File: src/rtl/sdram_port_arbiter_if.sv
// sdram_port_arbiter_if: requester-side handshake plus SDRAM controller command/data bus
interface sdram_port_arbiter_if #(
    parameter int AW = 25,
    parameter int DW = 16
);
    logic [2:0]          req;
    logic [2:0]          we;
    logic [3*AW-1:0]     addr;
    logic [3*DW-1:0]     wdata;
    logic [3*DW/8-1:0]   be;
    logic [2:0]          ack;
    logic [DW-1:0]       rdata;
    logic                err;
    logic                mem_req;
    logic                mem_we;
    logic [AW-1:0]       mem_addr;
    logic [DW-1:0]       mem_din;
    logic [DW/8-1:0]     mem_be;
    logic                mem_ack;
    logic                mem_rvalid;
    logic [DW-1:0]       mem_dout;
    modport master (
        output req, we, addr, wdata, be, mem_ack, mem_rvalid, mem_dout,
        input  ack, rdata, err, mem_req, mem_we, mem_addr, mem_din, mem_be
    );
    modport slave (
        input  req, we, addr, wdata, be, mem_ack, mem_rvalid, mem_dout,
        output ack, rdata, err, mem_req, mem_we, mem_addr, mem_din, mem_be
    );
endinterface

File: src/rtl/sdram_port_arbiter.sv
// sdram_port_arbiter: three-port arbiter onto one SDRAM controller port, port 0 priority with burst cap
module sdram_port_arbiter #(
    parameter int AW        = 25,
    parameter int DW        = 16,
    parameter int MAX_BURST = 8,
    parameter int TIMEOUT   = 64
) (
    input  logic                 clk_sys,
    input  logic                 reset_n,
    sdram_port_arbiter_if.slave  bus
);
    localparam int BW = $clog2(MAX_BURST + 1);
    localparam int WW = $clog2(TIMEOUT);
    localparam logic [1:0] IDLE    = 2'd0;
    localparam logic [1:0] ISSUE   = 2'd1;
    localparam logic [1:0] WAIT_RD = 2'd2;
    localparam logic [1:0] DONE    = 2'd3;
    logic [1:0]    state;
    logic [1:0]    grant;
    logic          rr_ptr;
    logic [BW-1:0] burst_cnt;
    logic [WW-1:0] wd_cnt;
    logic          any12;
    logic          p0_win;
    logic          sel2;
    logic [1:0]    gnt;
    logic [2:0]    gnt_1h;
    logic          rd_end;
    assign any12  = bus.req[1] | bus.req[2];
    // port 0 yields only once its burst cap is reached and someone else is waiting
    assign p0_win = bus.req[0] && !(burst_cnt == BW'(MAX_BURST) && any12);
    assign sel2   = (rr_ptr ? bus.req[2] : bus.req[1]) ? rr_ptr : !rr_ptr;
    assign gnt    = p0_win ? 2'd0 : (sel2 ? 2'd2 : 2'd1);
    assign gnt_1h = 3'b001 << grant;
    assign rd_end = bus.mem_rvalid || wd_cnt == WW'(TIMEOUT - 1);
    always_ff @(posedge clk_sys or negedge reset_n) begin
        if (!reset_n) begin
            state        <= IDLE;
            grant        <= '0;
            rr_ptr       <= 1'b0;
            burst_cnt    <= '0;
            wd_cnt       <= '0;
            bus.ack      <= '0;
            bus.rdata    <= '0;
            bus.err      <= 1'b0;
            bus.mem_req  <= 1'b0;
            bus.mem_we   <= 1'b0;
            bus.mem_addr <= '0;
            bus.mem_din  <= '0;
            bus.mem_be   <= '0;
        end else begin
            bus.ack <= '0;
            case (state)
                IDLE: if (|bus.req) begin
                    grant        <= gnt;
                    bus.mem_req  <= 1'b1;
                    bus.mem_we   <= bus.we[gnt];
                    bus.mem_addr <= bus.addr[gnt*AW +: AW];
                    bus.mem_din  <= bus.wdata[gnt*DW +: DW];
                    bus.mem_be   <= bus.be[gnt*(DW/8) +: DW/8];
                    burst_cnt    <= (p0_win && any12) ? burst_cnt + BW'(1) : '0;
                    rr_ptr       <= p0_win ? rr_ptr : !sel2;
                    state        <= ISSUE;
                end
                ISSUE: if (bus.mem_ack) begin
                    bus.mem_req <= 1'b0;
                    wd_cnt      <= '0;
                    // a read whose data arrives with the accept completes immediately
                    if (bus.mem_we || bus.mem_rvalid) begin
                        state   <= DONE;
                        bus.ack <= gnt_1h;
                        bus.err <= 1'b0;
                        if (!bus.mem_we) bus.rdata <= bus.mem_dout;
                    end else begin
                        state <= WAIT_RD;
                    end
                end
                WAIT_RD: if (rd_end) begin
                    state     <= DONE;
                    bus.ack   <= gnt_1h;
                    bus.err   <= !bus.mem_rvalid;
                    bus.rdata <= bus.mem_rvalid ? bus.mem_dout : '0;
                end else begin
                    wd_cnt <= wd_cnt + WW'(1);
                end
                default: state <= IDLE;
            endcase
        end
    end
endmodule

File: src/flat_wrapper.sv
// flat-port wrapper written by rule: the top's interface ports become plain ports
module sdram_port_arbiter_flat 
#(
    parameter int AW        = 25,
    parameter int DW        = 16,
    parameter int MAX_BURST = 8,
    parameter int TIMEOUT   = 64
)
  (clk_sys, reset_n, bus_req, bus_we, bus_addr, bus_wdata, bus_be, bus_mem_ack, bus_mem_rvalid, bus_mem_dout, bus_ack, bus_rdata, bus_err, bus_mem_req, bus_mem_we, bus_mem_addr, bus_mem_din, bus_mem_be);
  sdram_port_arbiter_if #(.AW(AW), .DW(DW)) bus_i ();
  input  logic clk_sys;
  input  logic reset_n;
  input wire logic [$bits(bus_i.req)-1:0] bus_req;
  input wire logic [$bits(bus_i.we)-1:0] bus_we;
  input wire logic [$bits(bus_i.addr)-1:0] bus_addr;
  input wire logic [$bits(bus_i.wdata)-1:0] bus_wdata;
  input wire logic [$bits(bus_i.be)-1:0] bus_be;
  input wire logic [$bits(bus_i.mem_ack)-1:0] bus_mem_ack;
  input wire logic [$bits(bus_i.mem_rvalid)-1:0] bus_mem_rvalid;
  input wire logic [$bits(bus_i.mem_dout)-1:0] bus_mem_dout;
  output wire logic [$bits(bus_i.ack)-1:0] bus_ack;
  output wire logic [$bits(bus_i.rdata)-1:0] bus_rdata;
  output wire logic [$bits(bus_i.err)-1:0] bus_err;
  output wire logic [$bits(bus_i.mem_req)-1:0] bus_mem_req;
  output wire logic [$bits(bus_i.mem_we)-1:0] bus_mem_we;
  output wire logic [$bits(bus_i.mem_addr)-1:0] bus_mem_addr;
  output wire logic [$bits(bus_i.mem_din)-1:0] bus_mem_din;
  output wire logic [$bits(bus_i.mem_be)-1:0] bus_mem_be;
  assign bus_i.req = bus_req;
  assign bus_i.we = bus_we;
  assign bus_i.addr = bus_addr;
  assign bus_i.wdata = bus_wdata;
  assign bus_i.be = bus_be;
  assign bus_i.mem_ack = bus_mem_ack;
  assign bus_i.mem_rvalid = bus_mem_rvalid;
  assign bus_i.mem_dout = bus_mem_dout;
  assign bus_ack = bus_i.ack;
  assign bus_rdata = bus_i.rdata;
  assign bus_err = bus_i.err;
  assign bus_mem_req = bus_i.mem_req;
  assign bus_mem_we = bus_i.mem_we;
  assign bus_mem_addr = bus_i.mem_addr;
  assign bus_mem_din = bus_i.mem_din;
  assign bus_mem_be = bus_i.mem_be;
  sdram_port_arbiter #(.AW(AW), .DW(DW), .MAX_BURST(MAX_BURST), .TIMEOUT(TIMEOUT)) u_core (.clk_sys(clk_sys), .reset_n(reset_n), .bus(bus_i));
endmodule
File: config.mk
export PLATFORM = sky130hd
export DESIGN_NAME = sdram_port_arbiter_flat
export DESIGN_NICKNAME = d
export VERILOG_FILES = /design/src/rtl/sdram_port_arbiter_if.sv /design/src/rtl/sdram_port_arbiter.sv /design/src/flat_wrapper.sv
export SDC_FILE = /design/constraint.sdc
export NUM_CORES = 1
export LEC_CHECK = 0
export ABC_AREA = 0
export BUFFER_PORTS_ARGS = -buffer_cell sky130_fd_sc_hd__buf_2
export CELL_PAD_IN_SITES_DETAIL_PLACEMENT = 0
export CELL_PAD_IN_SITES_GLOBAL_PLACEMENT = 1
export CORE_MARGIN = 1
export CORE_UTILIZATION = 30
export DETAILED_ROUTE_END_ITERATION = 6
export HOLD_SLACK_MARGIN = 0.06
export PLACE_DENSITY_LB_ADDON = 0.05
export SETUP_SLACK_MARGIN = 0.1
export SKIP_LAST_GASP = 1
export SLEW_MARGIN = 20
export SYNTH_ARGS = -nofsm -noshare
export SYNTH_HDL_FRONTEND = slang
export SYNTH_SLANG_ARGS = --single-unit
File: constraint.sdc
create_clock -name clk_sys -period 1.8 [get_ports clk_sys]
set_clock_uncertainty 0.05 [all_clocks]
set_input_delay 0.18 -clock clk_sys [delete_from_list [all_inputs] [get_ports clk_sys]]
set_output_delay 0.18 -clock clk_sys [all_outputs]
set_load 0.01 [all_outputs]
==> impl_results.md <==
- Synth-to-layout area growth: 62.0%
- Yosys cell types: 39
- Tot GR Track Use: 0.178
- TritonCTS clock tree: built
- Final Cycle Share: 0.957
- Layout Cells excl Fill: 875
- Setup crit end kind: flip-flop
- Syn Inst Count: 401
- Critical path peak fanout: 21
- Critical path launch point type: flip-flop
- Die Wd: 122 microns
- WP buf/inv: 2
- Synth Register Bits: 80
- Deepest level of the CTS H-tree: 3
- CP max-delay cell: dfrtp_1
- Antenna viol nets, final: 0
- Crit-path cells: inv_2 > ha_4 > nand3b_1 > o21a_4 > clkbuf_16 > a31oi_1 > o31ai_1
- Clock latency on the worst-skew pair: 0.34 ns
- Max cap viols: 0
- Top Ports: between 200 and 250
- Post-Syn Area per Cell: approximately 11 sq um
- FILL cells: between 1000 and 1500
- Number of global-route vias before repair: 4087
- First-pass DRT Iterations: 4
- RSZ-0062 raised after global routing: true
- First-pass GRT wire length: 20400 microns
- Die Y: 122 microns
- Syn_nets: 563
- # nets final: ~850
- Register area share after synthesis: 0.465
- Biggest cell delay along the critical path: 0.40 ns
- Core area: 0.0139 sq mm
- Initial antenna violation count: 0
- Hold Vio Cnt, Final: 0
- Final Routed Wirelength: 13800 microns
- Met1 WL: a little over 6000 microns
- Gr ovfl total: 0
- Pin count of the biggest net entering global routing: 43
- Die Area: 0.0148 sq mm
- Critical Path AT: 1.89 ns
- CTS Buf Count: 9
- Placer congestion estimate: 0.777
- Top Metal Used: met4
- Min Tclk post-route: approximately 1.7 ns
- Mapped Area: 0.00431 sq mm
- Met2 wire length: ~6700 microns
- Starting Density: 0.309
- Number of vias per cell: 4.86
- Leakage power total: about 3.4 nW
- Hold crit path type: input port to flip-flop
- Site Rows: 43
- Placed inst area: approximately 0.0057 sq mm
- Worst-margin pin slew: 0.409 ns
- Max-slew violations: 0
- Critical path type: flip-flop to flip-flop
- Max_slew headroom: 0.727
- Synth warnings: 0
- Avg WL per Cell: 15.7 microns
- CTS root buffer: clkbuf_16
- Crit path required time: 1.97 ns
- Port bufs: 219
- Clock Path Buffers: 2
- Placed Instances: 786
- Total negative slack: 0 ns
- Met3 WL: 834 microns
- # clock sinks: 80
- Post-route cell area: between 0.006 and 0.007 sq mm
- Tot Pwr: 10.2 mW
- Vias post-DR: around 4300
- Endpoints failing setup: 0
- Worst-path clk slew: 0.06 ns
- Layout cells sized above 1: 0.433
- First DRT Iteration DRCs: 148
- Status: complete, no violations
- ANT cells: 0
- Residual DRC: 0
- Max IR drop VDD: approximately 0.64 mV
- Fmax: 581 MHz
- Worst path top cell family by delay: compound AO/OA/AOI/OAI gates
- Detailed placement HPWL: just over 9000 microns
- Pwr per Cell Area: 1470 mW/mm^2
[timing repair]
action | CTS | global route
gates cloned | 0 | 5
buffers inserted | 1 | 6
hold buffers | 61 | 0
pin swaps | 1 | 4
hold endpoints to repair | 87 | 0
setup endpoints to repair | 4 | 76
resized for setup | 2 | 30
[routing by layer]
layer	track usage	up-vias
met3	0.0440	12
met4	0.0671	0
met2	0.293	139
met1	0.224	2005
met5	0	-
li1	-	2095
[layout make-up]
cell class	count	area, sq um	area share
tap	180	225	0.0323
clock inverter	5	80.1	0.0115
inverter	9	33.8	0.00484
multi-input combinational	280	2260	0.324
clock buffer	11	243	0.0348
timing repair buffer	310	2130	0.306
sequential	80	2000	0.287
[worst paths after layout]
check / startpoint / to / slack (ns) / cells past startpoint
max in group asynchronous: reset_n / u_core.state[1] / 0.93 / 3
min: bus_addr[28] / u_core.bus.mem_addr[3] / 0.12 / 3
min in group asynchronous: reset_n / u_core.bus.ack[1] / 0.27 / 2
max: u_core.burst_cnt[0] / u_core.bus.mem_addr[23] / 0.08 / 7
min reg2reg: u_core.grant[0] / u_core.bus.ack[2] / 0.43 / 1
max reg2reg: u_core.burst_cnt[0] / u_core.bus.mem_addr[23] / 0.08 / 7
[cell usage in the layout, fill, tap and decap left out, types with 2 or more instances in the layout]
| master | Yosys | final |
|---|---|---|
| a31oi_2 | 0 | 6 |
| dfrtp_1 | 80 | 78 |
| clkinvlp_4 | 0 | 2 |
| o21ai_0 | 10 | 10 |
| inv_1 | 8 | 4 |
| buf_12 | 3 | 10 |
| a31oi_1 | 44 | 37 |
| nor4bb_1 | 2 | 2 |
| mux2i_1 | 44 | 44 |
| ha_4 | 0 | 4 |
| o211ai_1 | 2 | 2 |
| ha_1 | 7 | 2 |
| nand3b_1 | 4 | 4 |
| nand2b_4 | 0 | 2 |
| inv_2 | 1 | 5 |
| nor2b_1 | 2 | 2 |
| buf_2 | 16 | 218 |
| mux2_2 | 4 | 4 |
| clkbuf_16 | 0 | 13 |
| a22o_1 | 18 | 18 |
| nand2_1 | 11 | 11 |
| buf_4 | 0 | 16 |
| nand3_1 | 4 | 3 |
| nor4b_1 | 2 | 2 |
| dlygate4sd3_1 | 0 | 61 |
| a21oi_1 | 4 | 4 |
| and2_1 | 45 | 45 |
| o31ai_1 | 47 | 46 |
| bufinv_16 | 0 | 2 |
| nor3_1 | 3 | 2 |
| nor2_1 | 5 | 5 |
| dfrtp_2 | 0 | 2 |
| o21ai_1 | 4 | 4 |
[worst register-to-register path, delay by kind of cell (launching register included)]
family / cells / cell delay, ns
AO/OA/AOI/OAI: 3 / 0.59
flip-flops: 1 / 0.40
buffers and inverters: 2 / 0.32
AND/OR/NAND/NOR: 1 / 0.13
adder cells (fa/ha/maj): 1 / 0.12
[cells in the mapped netlist]
library cell | count | area (sq um)
a31oi_1 | 44 | 275
nand2_1 | 11 | 41.3
a22o_1 | 18 | 158
buf_12 | 3 | 60.1
mux2i_2 | 1 | 13.8
o21ai_0 | 10 | 50.1
a21boi_0 | 1 | 7.51
or2_1 | 1 | 6.26
buf_6 | 1 | 11.3
dfrtp_1 | 80 | 2000
nor2_1 | 5 | 18.8
inv_2 | 1 | 3.75
and2_1 | 45 | 282
o2bb2ai_1 | 1 | 8.76
ha_1 | 7 | 87.6
o31ai_4 | 1 | 21.3
or3_1 | 1 | 6.26
nor2b_1 | 2 | 12.5
o21a_1 | 2 | 15.0
o211ai_1 | 2 | 15.0
nor4bb_1 | 2 | 20.0
a21boi_2 | 1 | 11.3
nor2_2 | 1 | 6.26
a21oi_1 | 4 | 20.0
mux2_2 | 4 | 45.0
clkbuf_1 | 13 | 48.8
nor3_1 | 3 | 15.0
inv_1 | 8 | 30.0
o21ai_1 | 4 | 20.0
a22oi_1 | 1 | 7.51
nand2b_1 | 3 | 18.8
mux2i_1 | 44 | 440
nor4b_1 | 2 | 17.5
nand3b_1 | 4 | 30.0
o31a_1 | 2 | 17.5
nand3_1 | 4 | 20.0
buf_2 | 16 | 80.1
o2111ai_1 | 1 | 8.76
o31ai_1 | 47 | 353
[registers in the layout (all words and copies together) (netlist names), 2 cells and up]
name and count:
u_core.bus.mem_din 16, u_core.burst_cnt 4, u_core.state 2, u_core.bus.mem_addr 25, u_core.bus.mem_be 2, u_core.bus.ack 3
u_core.bus.rdata 16, u_core.wd_cnt 6, u_core.grant 2
[stage by stage]
step           utilization  hold slack, ns  setup slack (ns)
6_report             0.501           0.116            0.0777
5_1_grt              0.501           0.125           0.00474
4_1_cts              0.479           0.104             0.102
3_5_place_dp         0.411          0.0945            0.0579
3_3_place_gp         0.411          0.0940            0.0908
2_1_floorplan            -          -0.166             0.117
[cells by family (layout without fill, tap and decap cells)]
group / count (synthesis) / count (layout) / synth area share
AOI/OAI and AO/OA: 139 / 140 / 0.230
adders and majority gates: 7 / 7 / 0.0203
buffers and inverters: 42 / 335 / 0.0543
DFF: 80 / 80 / 0.465
muxes: 49 / 49 / 0.116
and+or+nand+nor: 84 / 84 / 0.115
[power breakdown]
part	internal (mW)	leakage [nW]	total [mW]	switching, mW
logic	2.58	2.20	5.21	2.64
registers	2.59	1.01	3.01	0.417
clock network	1.25	0.152	2.00	0.752
Note: power is estimated with default switching activity, not from simulation.
